--- config.mk ---
export PLATFORM = sky130hd
export DESIGN_NAME = batrider_gp9001_bus
export DESIGN_NICKNAME = d
export VERILOG_FILES = /design/src/rtl/batrider_gp9001_pkg.sv /design/src/rtl/batrider_gp9001_bus.sv
export SDC_FILE = /design/constraint.sdc
export NUM_CORES = 1
export LEC_CHECK = 0
export BUFFER_PORTS_ARGS = -buffer_cell sky130_fd_sc_hd__buf_2
export CAP_MARGIN = 0
export CORE_MARGIN = 5
export CORE_UTILIZATION = 35
export CTS_CLUSTER_SIZE = 25
export DETAILED_ROUTE_END_ITERATION = 10
export GPL_TIMING_DRIVEN = 0
export PLACE_DENSITY = 0.57
export REMOVE_ABC_BUFFERS = 1
export SYNTH_ARGS = -nofsm -noshare
export SYNTH_HDL_FRONTEND = slang
export SYNTH_SLANG_ARGS = --single-unit
--- constraint.sdc ---
create_clock -name CLK -period 4.44 [get_ports CLK]
set_input_delay 0 -clock CLK [delete_from_list [all_inputs] [get_ports CLK]]
set_output_delay 0 -clock CLK [all_outputs]
set_load 0.03 [all_outputs]
--- src/rtl/batrider_gp9001_pkg.sv ---
// Shared types and the CPU-offset decode for the Batrider GP9001 bus initiator.
package batrider_gp9001_pkg;

  // Word offsets inside the GP9001 register window.
  localparam logic [2:0] OFF_PTR   = 3'd0;
  localparam logic [2:0] OFF_RAM   = 3'd2;
  localparam logic [2:0] OFF_RAM_L = 3'd3;
  localparam logic [2:0] OFF_SEL   = 3'd4;
  localparam logic [2:0] OFF_REG   = 3'd6;

  typedef enum logic [1:0] {
    StIdle,
    StReq,
    StDone
  } state_e;

  // One-hot GP9001 operation; all-zero means the access is unmapped.
  typedef struct packed {
    logic objectbank_wr;
    logic set_ram_ptr;
    logic read_ram_l;
    logic read_ram_h;
    logic write_ram;
    logic write_reg;
    logic select_reg;
  } op_t;

  localparam op_t OpNone = '0;

  // CPU_CS takes priority over the object bank select.
  function automatic op_t decode_op(input logic       cs,
                                    input logic       objbank_cs,
                                    input logic [2:0] addr,
                                    input logic       rnw);
    op_t op;
    op = OpNone;
    if (cs) begin
      case (addr)
        OFF_PTR:   op.set_ram_ptr = ~rnw;
        OFF_RAM: begin
          op.read_ram_h = rnw;
          op.write_ram  = ~rnw;
        end
        OFF_RAM_L: op.read_ram_l  = rnw;
        OFF_SEL:   op.select_reg  = ~rnw;
        OFF_REG:   op.write_reg   = ~rnw;
        default:   op = OpNone;
      endcase
    end else if (objbank_cs) begin
      op.objectbank_wr = ~rnw;
    end
    return op;
  endfunction

endpackage

--- src/rtl/batrider_gp9001_bus.sv ---
// CPU-side initiator: turns decoded 68000 accesses into GP9001 op strobes with a
// chip-select/acknowledge handshake and returns DTACK plus read data.
module batrider_gp9001_bus
  import batrider_gp9001_pkg::*;
#(
  parameter int unsigned TIMEOUT = 255
) (
  input  logic        CLK,
  input  logic        RESET,
  input  logic        CPU_CS,
  input  logic        CPU_OBJBANK_CS,
  input  logic [2:0]  CPU_ADDR,
  input  logic        CPU_RNW,
  input  logic [15:0] CPU_DIN,
  output logic [15:0] CPU_DOUT,
  output logic        CPU_DTACK,
  output logic        BUS_ERR,
  output logic        GP9001CS,
  input  logic        GP9001ACK,
  output logic [15:0] GP9001DIN,
  input  logic [15:0] GP9001DOUT,
  output logic        GP9001_OP_SELECT_REG,
  output logic        GP9001_OP_WRITE_REG,
  output logic        GP9001_OP_WRITE_RAM,
  output logic        GP9001_OP_READ_RAM_H,
  output logic        GP9001_OP_READ_RAM_L,
  output logic        GP9001_OP_SET_RAM_PTR,
  output logic        GP9001_OP_OBJECTBANK_WR,
  output logic [2:0]  GP9001_OBJECTBANK_SLOT
);

  localparam logic [7:0] TimeoutCnt = 8'(TIMEOUT);

  state_e      state_q, state_d;
  logic [7:0]  cnt_q, cnt_d, cnt_inc;
  op_t         op_q, op_d, op_dec;
  logic        gp_cs_q, gp_cs_d;
  logic        dtack_q, dtack_d;
  logic        bus_err_q, bus_err_d;
  logic        rnw_q, rnw_d;
  logic [15:0] dout_q, dout_d;
  logic [15:0] din_q, din_d;
  logic [2:0]  slot_q, slot_d;

  // Next-state and registered-output logic for the IDLE/REQ/DONE handshake.
  always_comb begin
    state_d   = state_q;
    cnt_d     = cnt_q;
    op_d      = op_q;
    gp_cs_d   = gp_cs_q;
    dtack_d   = dtack_q;
    bus_err_d = 1'b0;
    rnw_d     = rnw_q;
    dout_d    = dout_q;
    din_d     = din_q;
    slot_d    = slot_q;
    op_dec    = decode_op(CPU_CS, CPU_OBJBANK_CS, CPU_ADDR, CPU_RNW);
    // Saturating so a large count can never wrap back under the limit.
    cnt_inc   = (cnt_q == 8'hFF) ? cnt_q : cnt_q + 8'd1;

    unique case (state_q)
      StIdle: begin
        if (CPU_CS || CPU_OBJBANK_CS) begin
          if (op_dec != OpNone) begin
            state_d = StReq;
            op_d    = op_dec;
            gp_cs_d = 1'b1;
            rnw_d   = CPU_RNW;
            din_d   = CPU_DIN;
            slot_d  = CPU_ADDR;
            cnt_d   = 8'd0;
          end else begin
            state_d = StDone;
            dtack_d = 1'b1;
            dout_d  = 16'hFFFF;
          end
        end
      end
      StReq: begin
        if (GP9001ACK || (cnt_inc == TimeoutCnt)) begin
          state_d = StDone;
          op_d    = OpNone;
          gp_cs_d = 1'b0;
          dtack_d = 1'b1;
          if (GP9001ACK) begin
            if (rnw_q) dout_d = GP9001DOUT;
          end else begin
            bus_err_d = 1'b1;
            dout_d    = 16'hFFFF;
          end
        end else begin
          cnt_d = cnt_inc;
        end
      end
      StDone: begin
        if (!CPU_CS && !CPU_OBJBANK_CS) begin
          state_d = StIdle;
          dtack_d = 1'b0;
        end
      end
      default: begin
        state_d = StIdle;
        op_d    = OpNone;
        gp_cs_d = 1'b0;
        dtack_d = 1'b0;
      end
    endcase
  end

  // State and output registers with synchronous reset.
  always_ff @(posedge CLK) begin
    if (RESET) begin
      state_q   <= StIdle;
      cnt_q     <= 8'd0;
      op_q      <= OpNone;
      gp_cs_q   <= 1'b0;
      dtack_q   <= 1'b0;
      bus_err_q <= 1'b0;
      rnw_q     <= 1'b0;
      dout_q    <= 16'd0;
      din_q     <= 16'd0;
      slot_q    <= 3'd0;
    end else begin
      state_q   <= state_d;
      cnt_q     <= cnt_d;
      op_q      <= op_d;
      gp_cs_q   <= gp_cs_d;
      dtack_q   <= dtack_d;
      bus_err_q <= bus_err_d;
      rnw_q     <= rnw_d;
      dout_q    <= dout_d;
      din_q     <= din_d;
      slot_q    <= slot_d;
    end
  end

  assign CPU_DOUT                = dout_q;
  assign CPU_DTACK               = dtack_q;
  assign BUS_ERR                 = bus_err_q;
  assign GP9001CS                = gp_cs_q;
  assign GP9001DIN               = din_q;
  assign GP9001_OBJECTBANK_SLOT  = slot_q;
  assign GP9001_OP_SELECT_REG    = op_q.select_reg;
  assign GP9001_OP_WRITE_REG     = op_q.write_reg;
  assign GP9001_OP_WRITE_RAM     = op_q.write_ram;
  assign GP9001_OP_READ_RAM_H    = op_q.read_ram_h;
  assign GP9001_OP_READ_RAM_L    = op_q.read_ram_l;
  assign GP9001_OP_SET_RAM_PTR   = op_q.set_ram_ptr;
  assign GP9001_OP_OBJECTBANK_WR = op_q.objectbank_wr;

endmodule

; ---- Word level (Yosys, flattened, before mapping)
; Cells that the tools add are included.
[op_classes]
muxes = 38
reduce_logical = 16
n_eq_ne = 15
n_addsub = 1
bitwise = 4
[ops]
columns = cell, count
row1 = two-way mux 16 bit, 5
row2 = two-way mux 8 bit, 4
row3 = one-hot mux 16 bit (2 select lines), 1
row4 = two-way mux 7 bit, 3
row5 = one-hot mux 7 bit (3 select lines), 1
row6 = equality test 8 bit (second input constant), 2
row7 = one-hot mux 8 bit (2 select lines), 1
row8 = two-way mux 1 bit, 14
row9 = != test 2 bit (second input constant), 6
row10 = AND reduction 4 bit, 3
row11 = two-way mux 2 bit, 5
row12 = adder 8 x 1 -> 8 bit (second input constant), 1
row13 = nonzero test 7 bit, 1
row14 = equality test 3 x 2 -> 1 bit (second input constant), 2
row15 = equality test 3 bit (second input constant), 2
row16 = two-way mux 6 bit, 1
row17 = one-hot mux 1 bit (3 select lines), 2
row18 = one-hot mux 2 bit (3 select lines), 1
row19 = AND reduction 3 bit, 2
row20 = AND reduction 5 bit, 1
row21 = inverter 1 bit, 4
row22 = zero test 3 bit, 1
row23 = != test 3 bit (second input constant), 1
row24 = OR reduction 3 bit, 1
row25 = other kinds (7), 9
[totals]
out_inout_bits = 45
wordCells = 90
regBits = 56

; ---- Longest topological paths before layout
[depth]
depth_word = 7
depth_mapped = 8
depth_no_buf = 7

; ---- Worst setup path after synthesis
; No wires, ideal clock.
[synth_path]
path_kind = reg-to-reg
start = register cnt_q[0]
end = register cnt_q[0]
stages_incl_launch_ff = 8
slack_ps = 2076
n_path_buf = 0
arrival_ps = 2244
t_required_ps = 4319
path_cell_list = dfxtp_1 -> ha_1 -> and4b_1 -> o22ai_1 -> or4_4 -> o31ai_4 -> nor3_1 -> mux2_2
[synth_via]
elab_chain_cells = 6
word_cells_on_any_way = 9
cone_classes = add/sub: 1 / eq/ne: 3 / mux: 3 / reduce/logical: 2
[synth_lines]
columns = element, line
row1 = from (decl), batrider_gp9001_bus.sv:35  ; logic [7:0] cnt_q, cnt_d, cnt_inc;
row2 = from (signal assigned), batrider_gp9001_bus.sv:125  ; cnt_q <= cnt_d;
row3 = adder 8 x 1 -> 8 bit / equality test 8 bit (equally long branches), batrider_gp9001_bus.sv:59  ; cnt_inc = (cnt_q == 8'hFF) ? cnt_q : cnt_q + 8'd1;
row4 = two-way mux 8 bit *, batrider_gp9001_bus.sv:59
row5 = equality test 8 bit, batrider_gp9001_bus.sv:80  ; if (GP9001ACK || (cnt_inc == TimeoutCnt)) begin
row6 = logical OR 1 bit, batrider_gp9001_bus.sv:80
row7 = != test 2 bit (no source line), -
row8 = AND reduction 4 bit (no source line), -
; Every way passes the cells marked *; elsewhere a longest branch is shown, timed or not. The select of a mux whose other input is x is not followed.
; A chain may end at the register's enable or synchronous reset.

; ---- Worst setup path after layout
[layout_path]
start = input CPU_ADDR[2]
end = register cnt_q[0]
[layout_via]
elab_chain_cells = 6
word_cells_on_any_way = 14
cone_classes = eq/ne: 5 / mux: 6 / reduce/logical: 3
[layout_lines]
columns = element, line
row1 = from (decl), batrider_gp9001_bus.sv:12  ; input logic [2:0] CPU_ADDR,
row2 = "equality test 3 bit, or another cell as far along", batrider_gp9001_pkg.sv:38  ; case (addr)
row3 = two-way mux 1 bit / two-way mux 2 bit (equally long branches), batrider_gp9001_pkg.sv:38
row4 = two-way mux 6 bit *, batrider_gp9001_pkg.sv:37  ; if (cs) begin
row5 = nonzero test 7 bit *, batrider_gp9001_bus.sv:64  ; if (op_dec != OpNone) begin
row6 = != test 2 bit (no source line) *, -
row7 = AND reduction 4 bit (no source line) *, -
; Every way passes the cells marked *; elsewhere a longest branch is shown, timed or not.

==> flow_summary.ini <==
[detailed_routing]
num_vias = 2414
wl_um = 6433
avgRoutedWirePerCell_um = 13.00
drc = 0
ant_nets = 0
viasPerCell = 4.877
drt_iter0_drc = 146
drt-pass1-iter-count = 4

[timing]
timing.final.crit_period_ns = 3.002
rsz0062_at_grt = no
tns_ns = 0
slew_viol_final = 0
tightest_slew_ns = 0.9688
finalHoldViolations = 0
finalCritPeriodShare_pct = 67.60
skew_ns = 0.006417
fmax_mhz = 333.2
setup_slack_ns = 1.438
holdWs_ns = 0.003380
final-setup-viol-count = 0
slew_headroom_pct = 34.81

[clocking]
cts-htree-levels = 2
cts_setup_buffers = 0
cts.sinks = 56
cts_root_buf = clkbuf_8
cts_tree = built
clockBufferDepth = 2
cts-resized-gates = 0
cts_hold_buf = 30
cts_made_buffers = 5
insertion_delay_ns = 0.31
clk_pin_slew_worst_paths_ns = 0.10

[power]
power.ir.vdd_worst_mv = 0.1937
power_density_mw_per_mm2 = 351.6
clockPowerShare_pct = 30.2
p_leak_uw = 0.001441
pwr-share-seq_pct = 47.7
p_int_uw = 818.8
power_frac_comb_pct = 22.1
swShare_pct = 30.32
p_sw_uw = 356.3

[die]
die_x_um = 93.52
design.die.area_sq_mm = 0.008745
design.portCount = 86
num_rows = 30
coreArea_sq_mm = 0.006794
fp.dieH_um = 93.52
start_util_pct = 35.93

[cells_and_area]
layout.nets = 440
final_common_cell = buf_2
syn2layout_area_growth_pct = 36.90
antenna_cells = 0
drive_gt1_share_pct = 28.32
fin_cells = 495
most-common-layout-cells = 85 x buf_2, 56 x dfxtp_1, 48 x nand2_1, 30 x dlygate4sd3_1, 29 x nor2_1

[yosys]
seq_area_frac_synth_pct = 45.93
yosys_warnings = 0
ys.flop_type = dfxtp_1
synthTopCellsByArea = dfxtp_1 46%, nand2_1 7.4%, a21oi_1 5.9%
synth_cell_types = 43
synthesis.area_sq_mm = 0.002441
synthArstFlopShare_pct = 0
synth_edf_count = 0
synth-seq-cells = 56
synth.largest_area_cell = dfxtp_1
synth.avg_cell_area_sq_um = 8.389
synthCells = 291
synth_top_area_share_pct = 45.93

[place]
portBuffers = 85
dp.cells = 457
dp_hpwl_um = 4349
gp_congestion = 0.8173
place_ws_ns = 1.548

[worst_hold_path]
holdPathStages = 3
hp-class = in -> reg
min-delay-start = GP9001DOUT[15]
worstHoldEndpoint = CPU_DOUT[15]

[critical_path]
cp_data_required_time_ns = 4.65
worstPathArrival_ns = 3.21
setup.worst_path.end_class = register
reg2regPathDepth = 5
path_class = in -> reg
r2r-end = cnt_q[0]
path_max_fanout = 21
timing.rr.start = state_q[1]
startpoint_type = input pin
r2r_setup_slack_ns = 1.50

[global_route]
grt_max_degree = 45
grt_pass1_vias = 2247
overflow = 0
grt_pass1_wl_um = 10290
grt_use_total_pct = 14.27
antenna_found_initial = 0

[outcome]
status = finished, final reports clean

[run]
drv_cap = 0
## worst max-delay path, cell delays in order
cell	delay, ns
dlygate4sd3_1	0.53
buf_2	0.15
nand3b_1	0.20
nor4_1	0.75
nand2b_1	0.82
o31ai_4	0.20
a22o_1	0.30
mux2_2	0.26
## through the flow
stage	cell area, sq um	util (%)	total power [uW]
2_1_floorplan	2371	-	727.0
3_3_place_gp	2917	42.93	810.7
3_5_place_dp	2920	42.98	813.6
4_1_cts	3342	49.19	1189
5_1_grt	3342	49.19	1235
6_report	3342	49.19	1175
## final cells by class
type	instances	area [sq um]
flip-flops and latches	56	1121
repair buffers	115	725.7
clock inverters	2	38.79
multi-input cells	198	1171
clock buffers	6	82.58
fillers	661	3452
inverters	22	82.58
well taps	96	120.1
## Yosys cell counts (all sizes together), types with 2 or more instances
library cell / n
nor4: 2
a31oi: 5
o21bai: 2
dfxtp: 56
nand3: 8
nand2: 48
clkbuf: 11
a211oi: 16
inv: 21
nor2b: 5
nand2b: 4
nor2: 29
buf: 4
a22o: 4
nor3: 5
a32o: 6
o211ai: 2
nand4: 4
a21o: 2
and3: 4
a21oi: 29
o21ai: 7
or2: 2
## cell families after synthesis
group | after synthesis | share of synthesized area [%]
buffers and inverters | 37 | 6.253
AO/OA/AOI/OAI | 79 | 24.81
flip-flops | 56 | 45.93
adder cells (fa/ha/maj) | 1 | 0.5125
AND/OR/NAND/NOR | 117 | 22.04
multiplexers | 1 | 0.4613
## worst max path at each step
stage	from	end	slack, ns	depth (start not counted)
final	CPU_ADDR[2]	cnt_q[0]	1.44	8
after global routing	CPU_ADDR[2]	cnt_q[0]	1.27	8
after CTS	CPU_ADDR[2]	cnt_q[0]	1.43	8
after detailed placement	state_q[1]	cnt_q[0]	1.55	5
after global placement	state_q[1]	cnt_q[0]	1.58	5
after floorplan	cnt_q[0]	cnt_q[0]	2.07	7
## registers in the layout, indices dropped and copies added (netlist names), 2 cells and up
name	cells
GP9001_OBJECTBANK_SLOT	3
state_q	2
cnt_q	8
GP9001DIN	16
CPU_DOUT	16
## power by group through the flow
stage,logic [uW],clock network [uW],registers [uW]
floorplan,88.1,0,639
global placement,240,0,571
detailed placement,242,0,572
CTS,263,365,560
global route,281,388,566
finish,260,355,560
## per-layer routing
layer	track usage, %	routed length (um)	up-vias
li1	-	-	1223
met1	18.14	2852	1096
met2	23.70	2892	87
met3	4.586	623	8
met4	2.808	64	0
met5	0	0	-
Note: power is estimated with default switching activity, not from simulation.
